`src/rtl/nios2_oci_dct_ctrl_pkg.sv`:
```
// nios2_oci_dct_ctrl_pkg: shared widths and FSM states for the DCT trace sequencer.
package nios2_oci_dct_ctrl_pkg;
    localparam int DCT_ITEM_W = 2;
    localparam int DCT_ITEMS  = 15;
    localparam int DCT_BUF_W  = DCT_ITEMS * DCT_ITEM_W;
    localparam int DCT_CNT_W  = 4;
    typedef enum logic [1:0] {RUN, FLUSH, DRAIN, ENDED} dct_state_t;
endpackage

```
`src/rtl/nios2_oci_dct_pack.sv`:
```
// nios2_oci_dct_pack: pack register; writes items to slot cnt, take empties it (a same-cycle item lands in slot 0).
module nios2_oci_dct_pack
    import nios2_oci_dct_ctrl_pkg::*;
(
    input  logic                  clk,
    input  logic                  reset,
    input  logic                  wr,
    input  logic                  take,
    input  logic [DCT_ITEM_W-1:0] wdata,
    output logic                  full,
    output logic [DCT_CNT_W-1:0]  cnt,
    output logic [DCT_BUF_W-1:0]  data
);
    assign full = cnt == DCT_CNT_W'(DCT_ITEMS);
    always_ff @(posedge clk or posedge reset)
        if (reset) begin
            data <= '0;
            cnt  <= '0;
        end else if (take) begin
            data <= wr ? DCT_BUF_W'(wdata) : '0;
            cnt  <= wr ? DCT_CNT_W'(1) : '0;
        end else if (wr) begin
            data[{cnt, 1'b0} +: DCT_ITEM_W] <= wdata;
            cnt <= cnt + DCT_CNT_W'(1);
        end
endmodule

```
`src/rtl/nios2_oci_dct_ctrl.sv`:
```
// nios2_oci_dct_ctrl: packs trace items into DCT words, hands them out over valid/ready, flushes on test end.
// Define NIOS2_OCI_DCT_DROPCNT_EN to add the saturating dct_drop_count output.
module nios2_oci_dct_ctrl
    import nios2_oci_dct_ctrl_pkg::*;
(
    input  logic                  clk,
    input  logic                  reset,
    input  logic                  item_valid,
    input  logic [DCT_ITEM_W-1:0] item_data,
    input  logic                  test_ending,
    output logic                  dct_valid,
    input  logic                  dct_ready,
    output logic [DCT_BUF_W-1:0]  dct_buffer,
    output logic [DCT_CNT_W-1:0]  dct_count,
    output logic                  dct_overflow,
`ifdef NIOS2_OCI_DCT_DROPCNT_EN
    output logic                  test_has_ended,
    output logic [7:0]            dct_drop_count
`else
    output logic                  test_has_ended
`endif
);
    dct_state_t state, state_nx;
    logic full, take, wr, drop, out_free;
    logic [DCT_CNT_W-1:0] pack_cnt;
    logic [DCT_BUF_W-1:0] pack_data;

    nios2_oci_dct_pack u_pack (
        .clk   (clk),
        .reset (reset),
        .wr    (wr),
        .take  (take),
        .wdata (item_data),
        .full  (full),
        .cnt   (pack_cnt),
        .data  (pack_data)
    );

    // The output slot can accept a word when empty or being popped this cycle.
    assign out_free = !dct_valid || dct_ready;

    always_comb begin
        state_nx = state;
        take     = 1'b0;
        wr       = 1'b0;
        drop     = 1'b0;
        case (state)
            RUN: begin
                take     = full && out_free;
                wr       = item_valid && (!full || take);
                drop     = item_valid && full && !out_free;
                state_nx = test_ending ? FLUSH : RUN;
            end
            FLUSH: begin
                take     = pack_cnt != '0 && out_free;
                state_nx = (pack_cnt == '0 || out_free) ? DRAIN : FLUSH;
            end
            DRAIN:   state_nx = dct_valid ? DRAIN : ENDED;
            default: state_nx = ENDED;
        endcase
    end

    always_ff @(posedge clk or posedge reset)
        if (reset) begin
            state          <= RUN;
            dct_valid      <= 1'b0;
            dct_buffer     <= '0;
            dct_count      <= '0;
            dct_overflow   <= 1'b0;
            test_has_ended <= 1'b0;
        end else begin
            state          <= state_nx;
            test_has_ended <= test_has_ended || state_nx == ENDED;
            dct_overflow   <= dct_overflow || drop;
            if (take) begin
                dct_valid  <= 1'b1;
                dct_buffer <= pack_data;
                dct_count  <= pack_cnt;
            end else if (dct_ready) begin
                dct_valid  <= 1'b0;
            end
        end

`ifdef NIOS2_OCI_DCT_DROPCNT_EN
    always_ff @(posedge clk or posedge reset)
        if (reset)
            dct_drop_count <= '0;
        else if (drop && dct_drop_count != 8'hff)
            dct_drop_count <= dct_drop_count + 8'd1;
`endif
endmodule

```
`config.mk`:
```
export PLATFORM = sky130hd
export DESIGN_NAME = nios2_oci_dct_ctrl
export DESIGN_NICKNAME = d
export VERILOG_FILES = /design/src/rtl/nios2_oci_dct_ctrl_pkg.sv /design/src/rtl/nios2_oci_dct_pack.sv /design/src/rtl/nios2_oci_dct_ctrl.sv
export SDC_FILE = /design/constraint.sdc
export NUM_CORES = 1
export LEC_CHECK = 0
export ABC_AREA = 1
export CORE_MARGIN = 8
export CORE_UTILIZATION = 57
export CTS_BUF_LIST = sky130_fd_sc_hd__clkbuf_8
export CTS_CLUSTER_DIAMETER = 150
export DETAILED_ROUTE_END_ITERATION = 7
export PLACE_DENSITY = 0.82
export REMOVE_ABC_BUFFERS = 1
export SLEW_MARGIN = 40
export SYNTH_ARGS = -nofsm -noshare
export SYNTH_HDL_FRONTEND = slang
export SYNTH_SLANG_ARGS = --single-unit
export TNS_END_PERCENT = 100
```
`constraint.sdc`:
```
create_clock -name clk -period 3 [get_ports clk]
set_input_delay 0.6 -clock clk [delete_from_list [all_inputs] [get_ports clk]]
set_output_delay 0.6 -clock clk [all_outputs]
set_load 0.02 [all_outputs]
```
==> metrics.md, run 1 <==
| Metric | Value |
|---|---|
| Max-cap viol count | `0` |
| Mean Syn Cell Area | `8.36 um^2` |
| Commonest non-fill, non-tap cell in the layout | `nand2_1` |
| Worst path buffer plus inverter count | `3` |
| Max rail drop VDD | `293 uV` |
| Pint | `1460 uW` |
| Initial antenna violation count | `0` |
| # setup viols final | `0` |
| Via count | `2734` |
| Die Ht | `92.0 um` |
| Critical path's slowest cell | `inv_2` |
| Largest net degree at the start of global routing | `41` |
| Post-synth top area share | `55.5%` |
| Hold WC Path Type | `reg2reg` |
| Synthesized area | `3290 um^2` |
| Crit Path Max Fanout | `37` |
| Cell Rows | `27` |
| Vias per cell | `5.28` |
| Clock Power Share | `45.0%` |
| First-pass GRT wire length | `12800 um` |
| Clock Latency Late Sink | `0.35 ns` |
| Switching pwr | `389 uW` |
| Critical path type | `reg2reg` |
| Final nets | `451` |
| Fin. Hold Viols | `0` |
| Layout Skew | `0.0107 ns` |
| ANT cells | `0` |
| First-pass iteration count of the detailed router | `4` |
| Count of pins over their slew limit | `0` |
| Die area | `8460 um^2` |
| Pleak | `0.00207 uW` |
| Post-synth EDFFs | `0` |
| Iter 0 DRT Violations | `168` |
| CP Cell Sequence | `inv_1 -> ha_1 -> nand3_2 -> nand3_2 -> nand2_4 -> inv_2 -> buf_12 -> a21oi_2 -> nand2_1 -> nand2_1` |
| Num CTS Buffers | `9` |
| Relative slew slack | `56.4%` |
| CP required | `3.24 ns` |
| Die width | `92.0 um` |
| WL/cell | `14.0 um` |
| Crit path capture type | `flip-flop` |
| Worst-path clk slew | `0.07 ns` |
| Arr. time, crit path | `2.64 ns` |
| Post_cts resized | `0` |
| Power per Cell Area | `464 nW/um^2` |
| Placed instance area | `3760 um^2` |
| Layout cells sized above 1 | `8.30%` |
| Area leader, netlist | `dfrtp_1` |
| Syn. warnings | `0` |
| Yosys cell types | `23` |
| Post-synthesis sequential area ratio | `55.5%` |
| DRC Markers | `0` |
| Combinational Power Share | `1.9%` |
| Fmax achieved | `417 MHz` |
| Most frequent cells in the layout | `nand2_1, dfrtp_1, nand3_1` |
| Routed Antenna Nets | `0` |
| Cell family with most CP delay | `buffers and inverters` |
| HPWL after DPL | `5170 um` |
| Switching share of power | `21.0%` |
| Synthesis-to-finish area growth | `21.0%` |
| PortBufs | `43` |
| Max stage delay on crit path | `0.48 ns` |
| Clock Tree Buf Depth | `2` |
| CORE AREA | `5540 um^2` |
| Run status | `completed` |
| Post-CTS Setup Repair Bufs | `0` |
| Post-synth top flop | `dfrtp_1` |
| GR Overflow Total | `0` |
| Period utilization | `80.0%` |
| Vias in the first global route | `2749` |
| I/O pin total | `44` |
| RePlAce Congestion | `0.988` |
| Crit path time final | `2.40 ns` |
| Synth Register Bits | `73` |
| H-tree levels | `3` |
| RSZ-0062 raised after global routing | `no` |
| Final instance area | `3980 um^2` |
| Post-CTS Hold Buffers | `0` |
| Clock root cell | `clkbuf_8` |
| TNS Setup | `0 ns` |
| Sequential share of power | `53.2%` |
| GRT Resource Usage Total | `18.5%` |
| CTS sink count | `73` |
| CTS tree | `built` |
| Startpoint Class | `flip-flop` |
| Post-Syn Instances | `394` |
| Final WL | `7270 um` |
| Async SR Flop Fraction | `100%` |
| Worst Max-Slew Pin Slew | `0.654 ns` |
| Synth top area cells | `dfrtp_1, nand2_1, nand3_1, nor2_1, inv_1` |
| Initial Util | `59.4%` |
[sequential cells by signal (all words and copies together), names as in the netlist]
register and flops:
test_has_ended 1, dct_overflow 1, u_pack.data 30, state 2, dct_buffer 30, u_pack.cnt 4
dct_count 4, dct_valid 1
[synth_stat cells, types with 2 or more instances]
master / count
nand4_1: 8
a21oi_2: 2
inv_2: 3
a21oi_1: 4
buf_2: 6
o21ai_1: 7
o21ai_0: 11
nand3_1: 50
ha_1: 3
inv_1: 23
nor2_1: 24
nand2_2: 3
nor3_1: 4
buf_6: 7
nand3_2: 3
dfrtp_1: 73
nand2_1: 157
[layer usage]
| layer | up-vias | global-route usage [%] | routed length, um |
|---|---|---|---|
| li1 | 1353 | - | - |
| met2 | 75 | 30.3 | 3650 |
| met5 | - | 0 | 0 |
| met3 | 11 | 4.97 | 456 |
| met4 | 0 | 8.19 | 105 |
| met1 | 1295 | 22.4 | 3060 |
[worst min-delay path, cell delays in order (launching register included)]
cell     delay, ns
dfrtp_1       0.35
nand2_1       0.05
nand2_1       0.04
[power by group through the flow]
| stage | logic [uW] | registers (uW) | clock network [uW] |
|---|---|---|---|
| global placement | 35.9 | 1000 | 0 |
| finish | 34.7 | 983 | 832 |
| detailed placement | 36.2 | 1000 | 0 |
| CTS | 36.1 | 983 | 843 |
| global route | 41.1 | 983 | 881 |
| floorplan | 18.6 | 1000 | 0 |
[through the flow]
stage	utilization [%]	worst slack [ns]	hold WS (ns)	total power (uW)	instances
after global placement	68.0	0.612	0.448	1040	502
final	71.9	0.600	0.470	1850	518
after floorplan	-	0.547	0.442	1020	380
after detailed placement	68.0	0.588	0.457	1040	502
after CTS	71.9	0.598	0.476	1860	518
after global routing	71.9	0.361	0.491	1900	518
[path summary, 6_finish.rpt]
| path | slack [ns] | start | to | depth (start not counted) |
|---|---|---|---|---|
| max in group asynchronous | 1.97 | reset | dct_buffer[2]$_DFFE_PP0N_ | 3 |
| min in group asynchronous | 0.67 | reset | u_pack.data[23]$_DFFE_PP0P_ | 3 |
| setup / recovery | 0.60 | u_pack.cnt[0]$_DFFE_PP0P_ | u_pack.data[26]$_DFFE_PP0P_ | 10 |
| hold reg to reg | 0.47 | dct_buffer[10]$_DFFE_PP0N_ | dct_buffer[10]$_DFFE_PP0N_ | 2 |
| hold / removal | 0.47 | dct_buffer[10]$_DFFE_PP0N_ | dct_buffer[10]$_DFFE_PP0N_ | 2 |
| setup reg to reg | 0.60 | u_pack.cnt[0]$_DFFE_PP0P_ | u_pack.data[26]$_DFFE_PP0P_ | 10 |
[cell type report]
type,instances,area (um^2)
clock inverter,7,95.1
sequential,73,1830
timing repair buffer,50,495
fill,430,1560
multi-input combinational,281,1250
tap,72,90.1
inverter,26,97.6
clock buffer,9,124
[cell families after synthesis]
| kind of cell | synth area share [%] |
|---|---|
| buffers and inverters | 6.39 |
| flip-flops | 55.5 |
| adder cells (fa/ha/maj) | 1.14 |
| AND/OR/NAND/NOR | 32.4 |
| AO/OA/AOI/OAI | 4.60 |
No activity file was read; power rests on OpenSTA's default activity.
==> inputs of run 2 (changes only) <==
CORE_UTILIZATION = 51   (was 57)
PLACE_DENSITY = 0.78   (was 0.82)
clock period = 2.2 ns   (was 3 ns; I/O delays follow)
==> run 2 against run 1 <==
Setup slack got worse by 0.37 ns. Die area rose by 9.7%. Sequential share of layout area fell by 0.29 points. Highest routed layer unchanged.
==> metrics.md, run 2 (same netlist as run 1, synthesis figures left out) <==
| Metric | Value |
|---|---|
| Run status | `completed` |
| Layout Skew | `0.00624 ns (-0.00442 ns)` |
| Startpoint Class | `flip-flop` |
| Crit path time final | `1.97 ns (-0.426 ns)` |
| Clock Tree Buf Depth | `2 (unchanged)` |
| Die Ht | `96.3 um (+4.7%)` |
| Critical path's slowest cell | `dfrtp_1` |
| Post-CTS Setup Repair Bufs | `0 (unchanged)` |
| Pleak | `0.00207 uW (+0.35%)` |
| Most frequent cells in the layout | `nand2_1, dfrtp_1, nand3_1` |
| Clock Latency Late Sink | `0.34 ns (about the same)` |
| Crit Path Max Fanout | `9 (-76%)` |
| Max stage delay on crit path | `0.43 ns (-0.05 ns)` |
| CTS tree | `built` |
| R2R depth | `10 (unchanged)` |
| Hold WC Path Type | `reg2reg` |
| Die width | `96.3 um (+4.7%)` |
| Vias in the first global route | `2809 (+2.2%)` |
| Placed instance area | `3790 um^2 (+0.70%)` |
| Initial Util | `52.1% (-7.3 points)` |
| Critical path type | `reg2reg` |
| Worst Max-Slew Pin Slew | `0.435 ns (-0.218 ns)` |
| Final instance area | `4010 um^2 (+0.63%)` |
| Cell Rows | `29 (+7.4%)` |
| Num CTS Buffers | `9 (unchanged)` |
| ANT cells | `0 (unchanged)` |
| Layout cells sized above 1 | `8.50% (+0.21 points)` |
| # setup viols final | `0 (unchanged)` |
| Max rail drop VDD | `403 uV (+37%)` |
| CTS sink count | `73 (unchanged)` |
| Period utilization | `89.7% (+9.7 points)` |
| Post-CTS Hold Buffers | `0 (unchanged)` |
| Power per Cell Area | `635 nW/um^2 (+37%)` |
| DRC Markers | `0 (unchanged)` |
| Worst-path clk slew | `0.08 ns (about the same)` |
| First-pass GRT wire length | `13100 um (+2.3%)` |
| Commonest non-fill, non-tap cell in the layout | `nand2_1` |
| GR Overflow Total | `0 (unchanged)` |
| Die area | `9280 um^2 (+9.7%)` |
| RSZ-0062 raised after global routing | `no` |
| Pwr Total | `2550 uW (+38%)` |
| Arr. time, crit path | `2.20 ns (-0.44 ns)` |
| GRT Resource Usage Total | `18.0% (-0.48 points)` |
| Clock root cell | `clkbuf_8` |
| Count of pins over their slew limit | `0 (unchanged)` |
| H-tree levels | `3 (unchanged)` |
| WHS | `0.469 ns (-0.000979 ns)` |
| RePlAce Congestion | `0.976 (-1.2%)` |
| Iter 0 DRT Violations | `194 (+15%)` |
| PortBufs | `43 (unchanged)` |
| Biggest regs | `dct_buffer: 30 flops, u_pack.data: 30 flops` |
| Post_cts resized | `0 (unchanged)` |
| Fin. Hold Viols | `0 (unchanged)` |
| Final WL | `7540 um (+3.7%)` |
| CP Cell Sequence | `inv_1 -> ha_1 -> inv_1 -> nand2_1 -> nand2_1 -> nand2_1 -> nor2_1 -> nand2_1 -> nand3_1 -> o21ai_0` |
| Critical Path Most Common Cell | `nand2_1` |
| Crit path capture type | `flip-flop` |
| Hold depth | `2 (unchanged)` |
| HPWL after DPL | `5330 um (+3.0%)` |
| Via count | `2759 (+0.91%)` |
| Max-cap viol count | `0 (unchanged)` |
| Relative slew slack | `70.8% (+14 points)` |
| First-pass iteration count of the detailed router | `4 (unchanged)` |
| Final nets | `452 (+0.22%)` |
| Fmax achieved | `507 MHz (+22%)` |
| Largest net degree at the start of global routing | `74 (+80%)` |
| Vias per cell | `5.27 (-0.24%)` |
| I/O pin total | `44 (unchanged)` |
| Initial antenna violation count | `0 (unchanged)` |
| WL/cell | `14.4 um (+2.5%)` |
| CORE AREA | `6310 um^2 (+14%)` |
| Synthesis-to-finish area growth | `21.8%` |
| CP required | `2.43 ns (-0.81 ns)` |
| Routed Antenna Nets | `0 (unchanged)` |
run 2: cell count changes in the layout (fill, tap and decap cells not counted):
cell,delta
buf_12,+1
clkinv_4,-2
clkinvlp_4,+1
inv_6,+1
run 2: final timing paths:
path	start	to	slack (ns)
max in group asynchronous	reset	dct_buffer[14]$_DFFE_PP0N_	1.39
worst max-delay path	u_pack.cnt[0]$_DFFE_PP0P_	u_pack.data[17]$_DFFE_PP0P_	0.23
min in group asynchronous	reset	dct_buffer[28]$_DFFE_PP0N_	0.48
worst max register to register	u_pack.cnt[0]$_DFFE_PP0P_	u_pack.data[17]$_DFFE_PP0P_	0.23
worst min-delay path	test_has_ended$_DFF_PP0_	test_has_ended$_DFF_PP0_	0.47
worst min register to register	test_has_ended$_DFF_PP0_	test_has_ended$_DFF_PP0_	0.47
run 2: per-stage QoR:
stage,util (%),cells,TNS (ns),worst slack [ns]
floorplan,-,380,-9.00,-0.148
CTS,63.5,524,0,0.233
global placement,60.0,508,0,0.155
finish,63.5,524,0,0.226
detailed placement,60.0,508,0,0.0807
global route,63.5,524,0,0.0137
run 2: where the power goes:
part,internal [uW],switching [uW]
registers,1340,0.000000000000130
logic,15.1,34.8
clock network,638,517
total,1990,552
run 2: layer usage:
metal  GRT usage [%]  share of wire (%)  vias up
li1                -                  -     1360
met1            22.6                 46     1301
met2            28.8                 45       79
met3            3.43                5.7       19
met4            9.84                3.4        0
met5               0                  0        -
run 2: critical path: cells and delay by family, from the launching register on:
family	cells	cell delay (ns)
adders and majority gates	1	0.23
AOI/OAI and AO/OA	1	0.08
DFF	1	0.43
buffers and inverters	2	0.14
and+or+nand+nor	6	0.96
run 2: layout make-up:
type / instances / area (um^2)
Clock inverter: 7 / 93.8
Tap cell: 77 / 96.3
Fill cell: 545 / 2300
Multi-Input combinational cell: 281 / 1250
Inverter: 26 / 97.6
Clock buffer: 9 / 124
Timing Repair Buffer: 51 / 515
Sequential cell: 73 / 1830
==> inputs of run 3 (changes only) <==
CORE_UTILIZATION = 52   (was 51)
PLACE_DENSITY = 0.79   (was 0.78)
SYNTH_HIERARCHICAL = 1   (was unset)
==> run 3 against run 2 <==
Final cell count up 1.5%. Flip-flop and latch count unchanged. Design area up 2.9%. Largest power group unchanged. Highest routed layer unchanged. Synthesized cell count up 2.3%. Worst hold slack worse by 0.0063 ns. Setup slack worse by 0.033 ns.
==> metrics.md, run 3 <==
| Metric | Value |
|---|---|
| Run status | `completed` |
| Syn. warnings | `6 (+6)` |
| Placed instance area | `3960 um^2 (+4.4%)` |
| Worst r2r src | `u_pack/cnt[0]$_DFFE_PP0P_` |
| I/O pin total | `44 (unchanged)` |
| Startpoint Class | `flip-flop` |
| Period utilization | `91.2% (+1.5 points)` |
| Sequential share of power | `58.9% (+6.2 points)` |
| Yosys cell types | `31 (+35%)` |
| Final WL | `7800 um (+3.5%)` |
| Max rail drop VDD | `377 uV (-6.3%)` |
| Power per Cell Area | `552 nW/um^2 (-13%)` |
| Worst Max-Slew Pin Slew | `0.496 ns (+0.0603 ns)` |
| Die width | `97.6 um (+1.3%)` |
| Final core utilization | `64.6% (+1.1 points)` |
| Layout cells sized above 1 | `10.1% (+1.6 points)` |
| HPWL after DPL | `5400 um (+1.4%)` |
| CTS sink count | `73 (unchanged)` |
| Clock root cell | `clkbuf_8` |
| Area leader, netlist | `dfrtp_1` |
| Initial antenna violation count | `0 (unchanged)` |
| CTS tree | `built` |
| Crit Path Max Fanout | `9 (unchanged)` |
| Post-synth EDFFs | `0 (unchanged)` |
| First-pass iteration count of the detailed router | `5 (+1)` |
| Largest net degree at the start of global routing | `40 (-46%)` |
| Top-count cell post-synth | `nand2_1` |
| RSZ-0062 raised after global routing | `no` |
| Die Ht | `97.6 um (+1.3%)` |
| Combinational Power Share | `2.0% (about the same)` |
| Pint | `1780 uW (-11%)` |
| Clock Tree Buf Depth | `2 (unchanged)` |
| Synthesis-to-finish area growth | `19.3%` |
| GRT Resource Usage Total | `17.0% (-1.1 points)` |
| Max-cap viol count | `0 (unchanged)` |
| Cell Rows | `29 (unchanged)` |
| Worst-path clk slew | `0.07 ns (about the same)` |
| First-pass GRT wire length | `13700 um (+4.6%)` |
| Switching share of power | `22.0% (+0.29 points)` |
| Final std cells w/o fill | `532 (+1.5%)` |
| Synth top area cells | `dfrtp_1, nand2_1, nand3_1, nand4_1, inv_1` |
| Crit path capture type | `flip-flop` |
| CORE AREA | `6390 um^2 (+1.1%)` |
| DRC Markers | `0 (unchanged)` |
| Switching pwr | `500 uW (-9.3%)` |
| Post-synth top area share | `52.8% (-2.7 points)` |
| Initial Util | `54.2% (+2.0 points)` |
| ANT cells | `0 (unchanged)` |
| Via count | `2940 (+6.6%)` |
| Post-CTS Hold Buffers | `0 (unchanged)` |
| Die area | `9520 um^2 (+2.5%)` |
| Placed instance count | `516 (+1.6%)` |
| Synth cell count leaders | `nand2_1, nand3_1, dfrtp_1` |
| Relative slew slack | `67.0% (-3.8 points)` |
| Clock Power Share | `39.1% (-6.3 points)` |
| Most frequent cells in the layout | `nand2_1, nand3_1, dfrtp_1` |
| Post-Syn Instances | `403 (+2.3%)` |
| PortBufs | `43 (unchanged)` |
| Hold WC Path Type | `reg2reg` |
| Biggest regs | `dct_buffer: 30 flops, u_pack/data: 30 flops` |
| H-tree levels | `3 (unchanged)` |
| Clock Latency Late Sink | `0.35 ns (about the same)` |
| CP required | `2.49 ns (+0.06 ns)` |
| Async SR Flop Fraction | `100% (unchanged)` |
| WHS | `0.463 ns (-0.00632 ns)` |
| Arr. time, crit path | `2.29 ns (+0.09 ns)` |
| Routed Antenna Nets | `0 (unchanged)` |
| Pleak | `0.00212 uW (+2.2%)` |
| Post-synth top flop | `dfrtp_1` |
| Vias in the first global route | `2979 (+6.1%)` |
| Count of pins over their slew limit | `0 (unchanged)` |
| # setup viols final | `0 (unchanged)` |
| Vias per cell | `5.53 (+5.0%)` |
| Fill cell count | `561 (+2.9%)` |
| Critical path type | `reg2reg` |
| Final nets | `461 (+2.0%)` |
| WL/cell | `14.7 um (+1.9%)` |
| Synthesized area | `3460 um^2 (+5.1%)` |
| Iter 0 DRT Violations | `166 (-14%)` |
| Commonest non-fill, non-tap cell in the layout | `nand2_1` |
| Post-synthesis sequential area ratio | `52.8% (-2.7 points)` |
| RePlAce Congestion | `0.903 (-7.5%)` |
| Synth Register Bits | `73 (unchanged)` |
| Layout Skew | `0.00522 ns (-0.00103 ns)` |
| Crit path from | `u_pack/cnt[0]$_DFFE_PP0P_` |
| Num CTS Buffers | `9 (unchanged)` |
| Mean Syn Cell Area | `8.58 um^2 (+2.7%)` |
| GR Overflow Total | `0 (unchanged)` |
| Crit path time final | `2.01 ns (+0.0329 ns)` |
| Fin. Hold Viols | `0 (unchanged)` |
| Final instance area | `4130 um^2 (+2.9%)` |
| Fmax achieved | `498 MHz (-1.6%)` |
| Min-Delay Startpoint | `test_has_ended$_DFF_PP0_` |
[run 3: cell count changes in the layout (fill, tap and decap cells not counted), moves of 4 or more]
cell / previous run / this run
nand2_1: 157 / 121
buf_4: 6 / 11
nand3_1: 50 / 83
nor2_1: 24 / 16
inv_1: 22 / 26
o21ai_0: 11 / 6
nand4_1: 8 / 15
[run 3: worst paths after layout]
kind / to / slack, ns / cells past startpoint
worst min-delay path: test_has_ended$_DFF_PP0_ / 0.46 / 2
worst max register to register: u_pack/data[12]$_DFFE_PP0P_ / 0.19 / 10
worst min register to register: test_has_ended$_DFF_PP0_ / 0.46 / 2
worst max-delay path: u_pack/data[12]$_DFFE_PP0P_ / 0.19 / 10
min in group asynchronous: u_pack/data[26]$_DFFE_PP0P_ / 0.52 / 3
max in group asynchronous: dct_count[3]$_DFFE_PP0P_ / 1.31 / 3
[run 3: power by group through the flow]
stage	sequential [uW]	clock [uW]	combinational, uW
finish	1340	891	46.0
global route	1340	969	53.9
CTS	1340	914	48.4
detailed placement	1370	0	48.2
global placement	1370	0	46.8
floorplan	1370	0	23.4
[run 3: cell families (layout without fill, tap and decap cells)]
logic type,after synthesis,count (layout),share of synthesized area [%]
compound gates,24,24,3.87
fa+ha+maj,4,4,1.45
buf+inv,45,97,6.22
flops,73,73,52.8
simple gates,257,257,35.6
[run 3: area by class of cell]
type | count | area (um^2) | area share (%)
Tap cell | 77 | 96.3 | 2.34
Sequential cell | 73 | 1830 | 44.3
Timing Repair Buffer | 54 | 513 | 12.4
Multi-Input combinational cell | 285 | 1420 | 34.4
Clock inverter | 6 | 28.8 | 0.698
Inverter | 27 | 101 | 2.46
Clock buffer | 10 | 138 | 3.34
[run 3: routing by layer]
metal / global-route usage [%] / up-vias / part of all wire [%]
met3: 5.48 / 9 / 5.7
met1: 20.5 / 1438 / 45
met4: 6.99 / 0 / 1.2
li1: - / 1429 / -
met5: 0 / - / 0
met2: 27.2 / 64 / 48
[run 3: through the flow]
step / setup TNS [ns] / worst slack, ns / total power [uW]
after floorplan: -19.36 / -0.829 / 1390
after global placement: 0 / 0.0842 / 1410
after detailed placement: -0.00103 / -0.00103 / 1420
after CTS: 0 / 0.138 / 2300
after global routing: 0 / 0.0409 / 2360
final: 0 / 0.193 / 2280
[run 3: worst max-delay path, cell delays in order (launching register included)]
cell and delay, ns:
dfrtp_1 0.43, buf_4 0.17, inv_2 0.08, ha_1 0.25, inv_1 0.06, nand2_1 0.08
nand2_4 0.16, nand2_1 0.16, nor2_1 0.28, o2111ai_1 0.18, nand2_1 0.10
[run 3: what timing repair did]
action                                  CTS  global route
resized for setup                         0             1
setup buffers                             0             0
endpoints found under the setup margin    0             7
==> variant, RTL diff (settings of run 3) <==
Set the package constant `DCT_ITEM_W` to 4 (it was 2).
--- a/src/rtl/nios2_oci_dct_ctrl_pkg.sv
+++ b/src/rtl/nios2_oci_dct_ctrl_pkg.sv
@@ -1,6 +1,6 @@
 // nios2_oci_dct_ctrl_pkg: shared widths and FSM states for the DCT trace sequencer.
 package nios2_oci_dct_ctrl_pkg;
-    localparam int DCT_ITEM_W = 2;
+    localparam int DCT_ITEM_W = 4;
     localparam int DCT_ITEMS  = 15;
     localparam int DCT_BUF_W  = DCT_ITEMS * DCT_ITEM_W;
     localparam int DCT_CNT_W  = 4;
Interface: changed (resized dct_buffer and item_data); port bits go from 44 to 76. The function was not compared with the original's and may differ.
==> variant against run 3 <==
Wire length increased by 88%; worst setup slack got worse by 0.046 ns; cell area increased by 81%; sequential cell count increased by 60; largest power group unchanged; area after synthesis increased by 75%; power increased by 90%; sequential share of layout area increased by 0.15 points; core utilization increased by 1.2 points; via count increased by 74%; highest routed layer unchanged.
==> variant: results (changes against run 3) <==
{| class="wikitable"
! Metric !! Value
|-
| Result of the run || completed
|-
| Clock network area share || 4.61% (+0.58 points)
|-
| Detailed Route Iter0 Violations || 498 (+200%)
|-
| Most frequent cells after synthesis || sky130_fd_sc_hd__nand2_1, sky130_fd_sc_hd__dfrtp_1, sky130_fd_sc_hd__nand3_1
|-
| Top post-synthesis cells by area || sky130_fd_sc_hd__dfrtp_1, sky130_fd_sc_hd__nand2_1, sky130_fd_sc_hd__nand3_1
|-
| Class of the tightest hold or removal check || input port to async pin
|-
| Non-clock buffer area fraction after layout || 14.3% (+1.9 points)
|-
| First-pass GRT wire length || 24.8 mm (+81%)
|-
| Filler cell count in the final layout || 951 (+70%)
|-
| H-tree depth reported by CTS || 4 (+1)
|-
| Final net count || 840 (+82%)
|-
| Multi-input logic area || 2320 µm² (+63%)
|-
| Sequential element share of the synthesized area || 55.1% (+2.2 points)
|-
| Data arrival at the endpoint of the critical path || 2.38 ns (+0.09 ns)
|-
| Maximum fanout count along the critical path || 6 (-3)
|-
| Post-Place Cell Area || 7100 µm² (+79%)
|-
| Total CTS buffers || 17 (+8)
|-
| Clock Buffer Count || 20 (+10)
|-
| Count of different cell masters after synthesis || 28 (-9.7%)
|-
| Power density over cell area || 579 nW/µm² (+4.8%)
|-
| Cell leakage power || 3.83 nW (+81%)
|-
| Fraction of area in registers || 44.5% (+0.15 points)
|-
| Count of multi-input combinational gates || 500 (+75%)
|-
| Global placer's final weighted congestion || 0.937 (+3.9%)
|-
| DP Wirelength || 10.6 mm (+96%)
|-
| Capturing point of the worst reg2reg path || u_pack/data[3]$_DFFE_PP0P_
|-
| Highest ir drop seen on vdd || 0.000685 V (+82%)
|-
| Post-Route Skew || 0.00946 ns (+0.00424 ns)
|}
## variant: cell types whose count changed after synthesis, sizes merged, moves of 13 or more
cell / change
nand3: +39
nand2: +131
nor2: +32
o21ai: +13
dfrtp: +60
inv: +36
## variant: per-layer routing
layer  wire, µm  up-vias  global-route usage [%]  share of wire [%]
li1           -     2533                       -                  -
met1       6660     2409                    26.7                 45
met2       6880      167                    32.7                 47
met3        847       20                    4.58                5.8
met4        260        0                    8.95                1.8
met5          0        -                       0                  0
## variant: power by group
part | total [W] | switching (W) | internal (W)
registers | 0.00245 | 0.000000000000000000136 | 0.00245
clock network | 0.00180 | 0.000861 | 0.000943
logic | 0.0000843 | 0.0000598 | 0.0000245
total | 0.00433 | 0.000920 | 0.00341
## variant: cells by family (layout without fill, tap and decap cells)
group	Yosys count	after routing	share of synthesized area, %
buffers and inverters	97	206	7.35
adder cells (fa/ha/maj)	3	3	0.621
AND/OR/NAND/NOR	456	456	33.4
flip-flops	133	133	55.1
AO/OA/AOI/OAI	41	41	3.60
## variant: worst max-delay path: stages, from the launching register on
cell,delay [ns]
sky130_fd_sc_hd__dfrtp_1,0.43
sky130_fd_sc_hd__ha_1,0.24
sky130_fd_sc_hd__inv_1,0.13
sky130_fd_sc_hd__nor3_4,0.06
sky130_fd_sc_hd__nand3_2,0.09
sky130_fd_sc_hd__nand2_2,0.08
sky130_fd_sc_hd__buf_4,0.18
sky130_fd_sc_hd__nor2_1,0.30
sky130_fd_sc_hd__nand2_1,0.08
sky130_fd_sc_hd__nand2_1,0.11
sky130_fd_sc_hd__inv_1,0.07
sky130_fd_sc_hd__nor2_1,0.11
sky130_fd_sc_hd__a21oi_1,0.05
## variant: worst max-delay path by stage
stage                                              to                      start  slack (ns)
after CTS                 u_pack/data[27]$_DFFE_PP0P_  u_pack/cnt[0]$_DFFE_PP0P_        0.11
after floorplan           u_pack/data[43]$_DFFE_PP0P_  u_pack/cnt[0]$_DFFE_PP0P_       -4.06
after global routing      u_pack/data[45]$_DFFE_PP0P_  u_pack/cnt[0]$_DFFE_PP0P_      -0.008
after global placement      u_pack/cnt[0]$_DFFE_PP0P_                  dct_ready       -0.09
after detailed placement   u_pack/data[3]$_DFFE_PP0P_                  dct_ready       -0.18
final                      u_pack/data[3]$_DFFE_PP0P_  u_pack/cnt[0]$_DFFE_PP0P_        0.15
## variant: per-stage QoR
stage	instances	TNS, ns	power [W]	setup slack, ns	utilization [%]
4_1_cts	982	0	0.00440	0.106	65.5
3_5_place_dp	952	-1.69	0.00258	-0.184	62.4
6_report	982	0	0.00433	0.147	65.8
5_1_grt	982	-0.00796	0.00450	-0.00796	65.8
2_1_floorplan	697	-358.13	0.00253	-4.06	-
3_3_place_gp	952	-0.325	0.00258	-0.0892	62.4
